File: config.mk
export PLATFORM = sky130hd
export DESIGN_NAME = indianpoker_betting_ctrl_n
export DESIGN_NICKNAME = d
export VERILOG_FILES = /design/src/rtl/indianpoker_betting_ctrl_n.sv
export SDC_FILE = /design/constraint.sdc
export NUM_CORES = 1
export LEC_CHECK = 0
export ABC_AREA = 1
export BUFFER_PORTS_ARGS = -buffer_cell sky130_fd_sc_hd__buf_2
export CORE_ASPECT_RATIO = 1.4
export CORE_MARGIN = 2
export CORE_UTILIZATION = 61
export CTS_BUF_LIST = sky130_fd_sc_hd__clkbuf_4 sky130_fd_sc_hd__clkbuf_8
export DETAILED_ROUTE_END_ITERATION = 8
export PLACE_DENSITY_LB_ADDON = 0.05
export SETUP_SLACK_MARGIN = 0.15
export SKIP_LAST_GASP = 1
export SLEW_MARGIN = 0
export SYNTH_ARGS = -nofsm -noshare
export SYNTH_HDL_FRONTEND = slang
export SYNTH_SLANG_ARGS = --single-unit
File: constraint.sdc
create_clock -name CLK -period 4 [get_ports CLK]
set_clock_uncertainty 0.15 [all_clocks]
set_input_delay 0.4 -clock CLK [delete_from_list [all_inputs] [get_ports CLK]]
set_output_delay 0.4 -clock CLK [all_outputs]
set_load 0.03 [all_outputs]
File: src/rtl/indianpoker_betting_ctrl_n.sv
// N-player Indian-poker round controller: deals cards, runs sequential betting,
// then settles the pot to the highest card or refunds every bet on a tie.
module indianpoker_betting_ctrl_n #(
    parameter int         NUM_PLAYERS = 2,
    parameter int         CHIP_W      = 8,
    parameter int         START_CHIPS = 10,
    parameter int         CARD_MAX    = 10,
    parameter logic [7:0] LFSR_SEED   = 8'hA5
) (
    input  logic                          CLK,
    input  logic                          CLR,
    input  logic                          Up,
    input  logic                          Down,
    input  logic                          set,
    input  logic                          card_ld,
    input  logic [8*NUM_PLAYERS-1:0]      card_in,
    output logic [1:0]                    state,
    output logic [2:0]                    cur_player,
    output logic [CHIP_W-1:0]             cur_bet,
    output logic [8*NUM_PLAYERS-1:0]      cards,
    output logic [CHIP_W*NUM_PLAYERS-1:0] chips,
    output logic [CHIP_W-1:0]             pot,
    output logic [2:0]                    winner,
    output logic                          win_pulse,
    output logic                          tie_pulse,
    output logic                          game_over
);

    typedef enum logic [1:0] {
        DEAL   = 2'b00,
        BET    = 2'b01,
        SETTLE = 2'b10,
        OVER   = 2'b11
    } state_t;

    localparam logic [7:0]        CARD_MAX_B  = 8'(CARD_MAX);
    localparam logic [CHIP_W-1:0] START_VAL   = CHIP_W'(START_CHIPS);
    localparam logic [CHIP_W-1:0] ONE_CHIP    = CHIP_W'(1);

    state_t                  r_state;
    logic [7:0]              r_cards [NUM_PLAYERS];
    logic [CHIP_W-1:0]       r_chips [NUM_PLAYERS];
    logic [CHIP_W-1:0]       r_bet   [NUM_PLAYERS];
    logic [NUM_PLAYERS-1:0]  r_active;
    logic [CHIP_W-1:0]       r_pot;
    logic [CHIP_W-1:0]       r_curBet;
    logic [2:0]              r_curPlayer;
    logic [2:0]              r_winner;
    logic                    r_winPulse;
    logic                    r_tiePulse;
    logic                    r_gameOver;
    logic [7:0]              r_lfsr;
    logic                    r_upS, r_upP, r_downS, r_downP, r_setS, r_setP;

    logic                    w_upEdge, w_downEdge, w_setEdge;
    logic [7:0]              w_lfsrNext;
    logic [7:0]              w_rot      [NUM_PLAYERS];
    logic [7:0]              w_forced   [NUM_PLAYERS];
    logic [7:0]              w_dealCard [NUM_PLAYERS];
    logic [NUM_PLAYERS-1:0]  w_dealActive;
    logic [2:0]              w_firstActive;
    logic [CHIP_W-1:0]       w_curChips;
    logic [2:0]              w_nextPlayer;
    logic                    w_hasNext;
    logic [7:0]              w_maxCard;
    logic [3:0]              w_maxCount;
    logic [2:0]              w_winIdx;
    logic                    w_unique;
    logic [CHIP_W-1:0]       w_settleChips [NUM_PLAYERS];
    logic [3:0]              w_aliveCount;

    assign w_upEdge   = r_upS & ~r_upP;
    assign w_downEdge = r_downS & ~r_downP;
    assign w_setEdge  = r_setS & ~r_setP;
    assign w_lfsrNext = {r_lfsr[6:0], 1'b0} ^ (r_lfsr[7] ? 8'h71 : 8'h00);

    // Deal candidates: players holding chips get a forced (clamped) or LFSR card
    always_comb begin
        w_firstActive = 3'd0;
        for (int i = NUM_PLAYERS - 1; i >= 0; i--) begin
            w_dealActive[i] = (r_chips[i] != '0);
            w_rot[i]        = (r_lfsr << i) | (r_lfsr >> (8 - i));
            w_forced[i]     = card_in[8*i +: 8];
            if (w_forced[i] == 8'd0 || w_forced[i] > CARD_MAX_B)
                w_forced[i] = CARD_MAX_B;
            if (!w_dealActive[i])
                w_dealCard[i] = 8'd0;
            else if (card_ld)
                w_dealCard[i] = w_forced[i];
            else
                w_dealCard[i] = (w_rot[i] % CARD_MAX_B) + 8'd1;
            if (w_dealActive[i])
                w_firstActive = 3'(i);
        end
    end

    always_comb begin
        w_curChips   = '0;
        w_nextPlayer = r_curPlayer;
        w_hasNext    = 1'b0;
        for (int i = NUM_PLAYERS - 1; i >= 0; i--) begin
            if (3'(i) == r_curPlayer)
                w_curChips = r_chips[i];
            if (i > int'(r_curPlayer) && r_active[i]) begin
                w_nextPlayer = 3'(i);
                w_hasNext    = 1'b1;
            end
        end
    end

    // Settlement only depends on cards, so it is valid both on entry to and during SETTLE
    always_comb begin
        w_maxCard    = 8'd0;
        w_maxCount   = 4'd0;
        w_winIdx     = 3'd0;
        w_aliveCount = 4'd0;
        for (int i = 0; i < NUM_PLAYERS; i++)
            if (r_active[i] && r_cards[i] > w_maxCard)
                w_maxCard = r_cards[i];
        for (int i = 0; i < NUM_PLAYERS; i++)
            if (r_active[i] && r_cards[i] == w_maxCard) begin
                w_maxCount = w_maxCount + 4'd1;
                w_winIdx   = 3'(i);
            end
        w_unique = (w_maxCount == 4'd1);
        for (int i = 0; i < NUM_PLAYERS; i++) begin
            if (w_unique)
                w_settleChips[i] = (3'(i) == w_winIdx) ? r_chips[i] + r_pot : r_chips[i];
            else
                w_settleChips[i] = r_chips[i] + r_bet[i];
            if (w_settleChips[i] != '0)
                w_aliveCount = w_aliveCount + 4'd1;
        end
    end

    always_ff @(posedge CLK or posedge CLR) begin
        if (CLR) begin
            r_state     <= DEAL;
            r_active    <= '0;
            r_pot       <= '0;
            r_curBet    <= ONE_CHIP;
            r_curPlayer <= 3'd0;
            r_winner    <= 3'd0;
            r_winPulse  <= 1'b0;
            r_tiePulse  <= 1'b0;
            r_gameOver  <= 1'b0;
            r_lfsr      <= LFSR_SEED;
            r_upS       <= 1'b0;
            r_upP       <= 1'b0;
            r_downS     <= 1'b0;
            r_downP     <= 1'b0;
            r_setS      <= 1'b0;
            r_setP      <= 1'b0;
            for (int i = 0; i < NUM_PLAYERS; i++) begin
                r_cards[i] <= 8'd0;
                r_chips[i] <= START_VAL;
                r_bet[i]   <= '0;
            end
        end else begin
            r_lfsr  <= w_lfsrNext;
            r_upS   <= Up;
            r_upP   <= r_upS;
            r_downS <= Down;
            r_downP <= r_downS;
            r_setS  <= set;
            r_setP  <= r_setS;
            case (r_state)
                DEAL: begin
                    for (int i = 0; i < NUM_PLAYERS; i++)
                        r_cards[i] <= w_dealCard[i];
                    r_active    <= w_dealActive;
                    r_curPlayer <= w_firstActive;
                    r_curBet    <= ONE_CHIP;
                    r_state     <= BET;
                end
                BET: begin
                    if (w_setEdge) begin
                        for (int i = 0; i < NUM_PLAYERS; i++)
                            if (3'(i) == r_curPlayer) begin
                                r_bet[i]   <= r_curBet;
                                r_chips[i] <= r_chips[i] - r_curBet;
                            end
                        r_pot    <= r_pot + r_curBet;
                        r_curBet <= ONE_CHIP;
                        if (w_hasNext) begin
                            r_curPlayer <= w_nextPlayer;
                        end else begin
                            r_state <= SETTLE;
                            if (w_unique) begin
                                r_winner   <= w_winIdx;
                                r_winPulse <= 1'b1;
                            end else begin
                                r_tiePulse <= 1'b1;
                            end
                        end
                    end else if (w_upEdge && !w_downEdge) begin
                        if (r_curBet < w_curChips)
                            r_curBet <= r_curBet + ONE_CHIP;
                    end else if (w_downEdge && !w_upEdge) begin
                        if (r_curBet > ONE_CHIP)
                            r_curBet <= r_curBet - ONE_CHIP;
                    end
                end
                SETTLE: begin
                    for (int i = 0; i < NUM_PLAYERS; i++) begin
                        r_chips[i] <= w_settleChips[i];
                        r_bet[i]   <= '0;
                    end
                    r_pot      <= '0;
                    r_winPulse <= 1'b0;
                    r_tiePulse <= 1'b0;
                    if (w_aliveCount <= 4'd1) begin
                        r_state    <= OVER;
                        r_gameOver <= 1'b1;
                    end else begin
                        r_state <= DEAL;
                    end
                end
                OVER: begin
                end
            endcase
        end
    end

    for (genvar g = 0; g < NUM_PLAYERS; g++) begin : g_pack
        assign cards[8*g +: 8]          = r_cards[g];
        assign chips[CHIP_W*g +: CHIP_W] = r_chips[g];
    end

    assign state      = r_state;
    assign cur_player = r_curPlayer;
    assign cur_bet    = r_curBet;
    assign pot        = r_pot;
    assign winner     = r_winner;
    assign win_pulse  = r_winPulse;
    assign tie_pulse  = r_tiePulse;
    assign game_over  = r_gameOver;

endmodule

Word level (Yosys, flattened, before mapping)
Cells that the tools add are included.
- add/subtract/negate cells: 13
- divide/modulo/power cells: 2
- order comparisons: 8
- equality and inequality tests: 18
- multiplexer cells: 55
- bitwise logic cells: 9
- reductions and logical operators: 33
- operator list (kind ; count):
    8-bit two-way mux ; 24
    16-bit case mux with 2 select lines ; 2
    8-bit adder ; 5
    16-bit two-way mux ; 2
    8-bit case mux with 2 select lines ; 2
    8-bit nonzero test ; 4
    8-bit by 1-bit adder with 8-bit output, second input constant ; 3
    4-bit AND reduction ; 5
    8-bit equality test ; 2
    8-bit by 1-bit > comparator with 1-bit output, second input constant ; 2
    8-bit by 4-bit > comparator with 1-bit output, second input constant ; 2
    8-bit logical NOT ; 2
    8-bit by 4-bit remainder unit with 8-bit output, second input constant ; 2
    2-bit != test, second input constant ; 8
    8-bit subtractor ; 2
    1-bit two-way mux ; 12
    4-bit != test, second input constant ; 3
    3-bit two-way mux ; 3
    3-bit AND reduction ; 3
    4-bit by 1-bit adder with 4-bit output, second input constant ; 2
    8-bit > comparator ; 1
    8-bit less-than comparator ; 1
    4-bit two-way mux ; 2
    8-bit by 1-bit OR with 8-bit output ; 1
    other kinds (23) ; 43
- bits in registers: 91
- bits of input ports: 22
- word-level logic and storage cells: 160

Logic depth before layout (Yosys ltp)
- word-level depth: 20
- depth in mapped cells: 35

Least setup slack after synthesis
OpenSTA, ideal clock, no wires.
- path kind: register to register
- start: reg r_cards (netlist bit cards[7])
- end: reg r_state[1] (netlist: state[1])
- setup time: 0.117 ns
- data arrival time: 3.351 ns
- data required time: 3.733 ns
- slack: 0.382 ns
- stages on the path, launching flop included: 32
- clock period less this slack: 3.618 ns
- cell sequence: dfrtp_1 > inv_1 > nand3_1 > nor2_2 > inv_2 > nand2_1 > nor2_1 > inv_2 > ha_1 > a21o_1 > nor2_2 > nand2_4 > nand2_4 > buf_6 > nand2_1 > nand3_1 > nand2_1 > nor2_1 > nand2_1 > nor2_2 > nand2_4 > buf_4 > o21ai_0 > nor2_1 > nand2_1 > nor2_1 > nand2_1 > nand2_1 > nand2_1 > nand2_1 > nand2_1 > nand2_1
- word-level cells in the longest chain between the ends: 20
- RTL lines (element ; line ; text):
    start, declared ; 41 ; logic [7:0] r_cards [NUM_PLAYERS];
    start signal, assigned by index ; 170 ; r_cards[i] <= w_dealCard[i];
    8-bit by 1-bit > comparator with 1-bit output ; 118 ; if (r_active[i] && r_cards[i] > w_maxCard)
    1-bit logical AND ; 118 ;
    8-bit two-way mux ; 118 ;
    8-bit > comparator ; 118 ;
    1-bit logical AND ; 118 ;
    8-bit two-way mux ; 118 ;
    8-bit equality test ; 121 ; if (r_active[i] && r_cards[i] == w_maxCard) begin
    1-bit logical AND ; 121 ;
    [4 not listed] ; n/a ;
    8-bit two-way mux ; 127 ; if (w_unique)
    8-bit nonzero test ; 131 ; if (w_settleChips[i] != '0)
    1-bit two-way mux ; 131 ;
    4-bit by 1-bit adder with 4-bit output ; 132 ; w_aliveCount = w_aliveCount + 4'd1;
    4-bit two-way mux * ; 131 ;
    4-bit by 1-bit <= comparator with 1-bit output * ; 212 ; if (w_aliveCount <= 4'd1) begin
    2-bit two-way mux * ; 212 ;
    2-bit case mux with 3 select lines * ; 167 ; case (r_state)
    end signal, assigned ; 138 ; r_state <= DEAL;
    end signal, assigned ; 213 ; r_state <= OVER;
    end signal, assigned ; 216 ; r_state <= DEAL;
    end, declared ; 40 ; state_t r_state;
Mark *: on every way between the ends. The rest lies on a longest branch, timed or not.
A chain may end at the register's enable or synchronous reset.

Final worst setup path
- start: reg r_cards (netlist bit cards[3])
- end: reg r_state[1] (netlist: state[1])
The elaborated chain is that of the path after synthesis.

==> results.rst <==
.. list-table::
   :header-rows: 1

   * - Metric
     - Value
   * - Leakage power
     - 4.92 nW
   * - Number of H-tree branching levels
     - 3
   * - Count of state elements after synthesis
     - 87
   * - Avg Vias per Cell
     - 5.87
   * - P_int
     - 4.04 mW
   * - Core Footprint
     - 12800 um^2
   * - Synth-to-Final Area Change
     - 16.1%
   * - GRT Util Overall
     - 0.328
   * - Fin worst setup slack
     - 0.0773 ns
   * - Final GP Congestion
     - 0.986
   * - HP Class
     - input port to register
   * - Number of buffers between clock root and the deepest sink
     - 2
   * - Worst path required time
     - 4.19 ns
   * - Highest net fanout along the worst path
     - 8
   * - Clock slew at reported path FFs
     - 0.09 ns
   * - Largest net degree at the start of global routing
     - 88
   * - Post-placement cell area
     - 8500 um^2
   * - Number of enable flip-flop cells after synthesis
     - 0
   * - Biggest cell delay along the critical path
     - 0.39 ns
   * - Std cell rows
     - 49
   * - Post-layout instance area
     - 9230 um^2
   * - Dominant register cell in the synthesized netlist
     - sky130_fd_sc_hd__dfrtp_1
   * - Antenna Violating Nets Remaining
     - 0
   * - Startpoint types
     - register
   * - Detailed-route DRC error count
     - 0
   * - Net Sw Power
     - 5.08 mW
   * - Worst vdd rail ir drop
     - 697 uV
   * - Crit path time final
     - 3.92 ns
   * - Mapped Avg Cell Area
     - 6.95 um^2
   * - Clock network latency to the later pin of the worst-skew pair
     - 0.40 ns
   * - Fraction of final layout cells sized beyond drive strength 1
     - 0.177
   * - Status
     - completed
   * - Max-cap violations
     - 0
   * - Mapped Area
     - 7950 um^2
   * - Yosys cell types
     - 51
   * - Number of primary I/O pins
     - 81
   * - Filler cell count in the final layout
     - 1151
   * - Commonest non-fill, non-tap cell in the layout
     - sky130_fd_sc_hd__nand2_1
   * - Initial detailed-routing violation count
     - 488
   * - Slew of the pin with the lowest slew margin
     - 0.747 ns
   * - Total Routed Length
     - 23900 um
   * - Power per cell area
     - 988 nW/um^2
   * - Async S/R FF share, synth
     - 1.00
   * - Final Setup Violations
     - 0
   * - Leftover overflow at the end of global routing
     - 0
   * - Maximum achievable frequency
     - 255 MHz
   * - Final critical-path share of the clock period
     - 0.981
   * - Drt pass-1 iters
     - 6
   * - Effective utilization at floorplan
     - 0.620
   * - Worst setup path category
     - register to register
   * - Post-Layout Cell Count
     - 1404
   * - First-pass GRT wire length
     - 36000 um
   * - Sequential share of power
     - 0.184
   * - TritonCTS sink count
     - 87
   * - Clock network power share
     - 0.074
   * - Number of buffers created by CTS
     - 9
   * - Setup repair after global routing missed its margin
     - true
   * - Via count of the first global-routing pass
     - 7420
   * - Worst relative slew slack
     - 0.502
   * - Setup slack at placement
     - 0.126 ns
   * - Endpoint kind of the worst setup timing path
     - register
   * - Top cell by count, worst path
     - sky130_fd_sc_hd__nand2_1
   * - Number of failing hold endpoints at the final stage
     - 0
   * - Antenna diode instance count
     - 0
   * - WP data arrival
     - 4.11 ns
   * - Clock tree root driver cell
     - sky130_fd_sc_hd__clkbuf_8
   * - Die W
     - 100 um
   * - Slowest cell on crit path
     - sky130_fd_sc_hd__dfrtp_1
   * - CTS tree
     - yes
   * - Multi-input logic area
     - 5250 um^2
   * - Cells after DPL
     - 1362
   * - Net switching share of the total power
     - 0.557
   * - Share of the yosys chip area belonging to registers
     - 0.275
   * - Number of vias in the routed layout
     - 8242
   * - Initial antenna violation count
     - 0
   * - Detail Placement HPWL
     - 17300 um
   * - Total Die Area
     - 14000 um^2
   * - Register area
     - 2190 um^2
   * - Syn Inst Count
     - 1143
   * - Syn. warnings
     - 0
   * - Top library cells by usage in the layout, fill and taps aside
     - sky130_fd_sc_hd__nand2_1 (250), sky130_fd_sc_hd__inv_1 (136), sky130_fd_sc_hd__nor2_1 (110)
   * - IO Port Bufs
     - 76
   * - Number of nets in the finished design
     - 1348
   * - Die Y
     - 139 um
   * - Final total negative setup slack
     - 0 ns
   * - Final cell utilization of the core
     - 0.720
   * - Gate power share
     - 0.742
   * - Routed wirelength normalized by instance count
     - 17.0 um
   * - Fin. max-slew vios
     - 0
## state kept, by name, summed over array words and instances, names as in the netlist, 2 cells and up
signal / cells
cards: 16
chips: 16
cur_bet: 8
pot: 8
r_active: 2
r_bet: 16
r_lfsr: 8
state: 2
## cell usage after synthesis, types with 12 or more instances
| cell type | number | area share |
|---|---|---|
| sky130_fd_sc_hd__nor2_1 | 115 | 0.054 |
| sky130_fd_sc_hd__o21ai_0 | 79 | 0.050 |
| sky130_fd_sc_hd__nand3_1 | 94 | 0.059 |
| sky130_fd_sc_hd__nand4_1 | 12 | 0.0094 |
| sky130_fd_sc_hd__nand2_2 | 12 | 0.0094 |
| sky130_fd_sc_hd__inv_1 | 138 | 0.065 |
| sky130_fd_sc_hd__xor2_1 | 42 | 0.046 |
| sky130_fd_sc_hd__dfrtp_1 | 78 | 0.25 |
| sky130_fd_sc_hd__a21oi_1 | 74 | 0.047 |
| sky130_fd_sc_hd__ha_1 | 73 | 0.11 |
| sky130_fd_sc_hd__clkbuf_1 | 14 | 0.0066 |
| sky130_fd_sc_hd__nand2_1 | 256 | 0.12 |
## layer usage
metal  vias to the layer above  track usage  part of all wire  routed length [um]
li1                       3963            -                 -                   -
met1                      3795        0.387              0.38                9060
met2                       361        0.567              0.51               12100
met3                       123       0.0378             0.053                1270
met4                         0        0.192             0.063                1510
met5                         -            0                 0                   0
## final cells by class
| class | count | share of cell area |
|---|---|---|
| clock buffers | 12 | 0.0172 |
| flip-flops and latches | 87 | 0.237 |
| repair buffers | 117 | 0.0883 |
| clock inverters | 4 | 0.00583 |
| well taps | 153 | 0.0207 |
| inverters | 152 | 0.0620 |
| multi-input cells | 879 | 0.569 |
## cell families (layout without fill, tap and decap cells)
logic type	after synthesis	in the layout	synth area share
compound gates	206	206	0.145
xor+xnor	50	50	0.0551
fa+ha+maj	80	80	0.133
buf+inv	185	285	0.0962
flops	87	87	0.275
other cells	1	4	0.000472
simple gates	534	539	0.295
## power groups by stage
stage	registers (mW)	clock network, mW	logic (mW)
final	1.68	0.676	6.77
after global routing	1.70	0.718	7.38
after CTS	1.65	0.681	5.69
after floorplan	1.88	0	4.01
after global placement	1.67	0	5.53
after detailed placement	1.67	0	5.61
## through the flow
stage,hold slack [ns],power [mW]
after floorplan,0.204,5.89
after global placement,0.215,7.20
after detailed placement,0.233,7.28
after CTS,0.228,8.03
after global routing,0.256,9.79
final,0.222,9.12
## worst max-delay path: cells and delay by family (launching register included)
family | cells | cell delay (ns)
flops | 1 | 0.39
buf+inv | 3 | 0.33
simple gates | 23 | 2.47
fa+ha+maj | 1 | 0.28
compound gates | 2 | 0.24
## final timing paths
path                                  from  slack [ns]        to  depth (start not counted)
worst max-delay path              cards[3]        0.08  state[1]                         29
worst min-delay path            card_in[9]        0.22  cards[9]                          3
worst max register to register    cards[3]        0.08  state[1]                         29
worst min register to register       r_upS        0.25     r_upP                          0
max in group asynchronous              CLR        2.79  chips[9]                          4
min in group asynchronous              CLR        0.47    pot[4]                          4
## timing repair
action,4_1_cts,5_1_grt
endpoints found under the setup margin,2,14
endpoints found under the hold margin,81,0
buffers inserted,1,14
gates resized for setup,1,55
cloned,0,7
pin swaps,1,36
hold buffers,4,0
(Power assumes the default switching activity.)
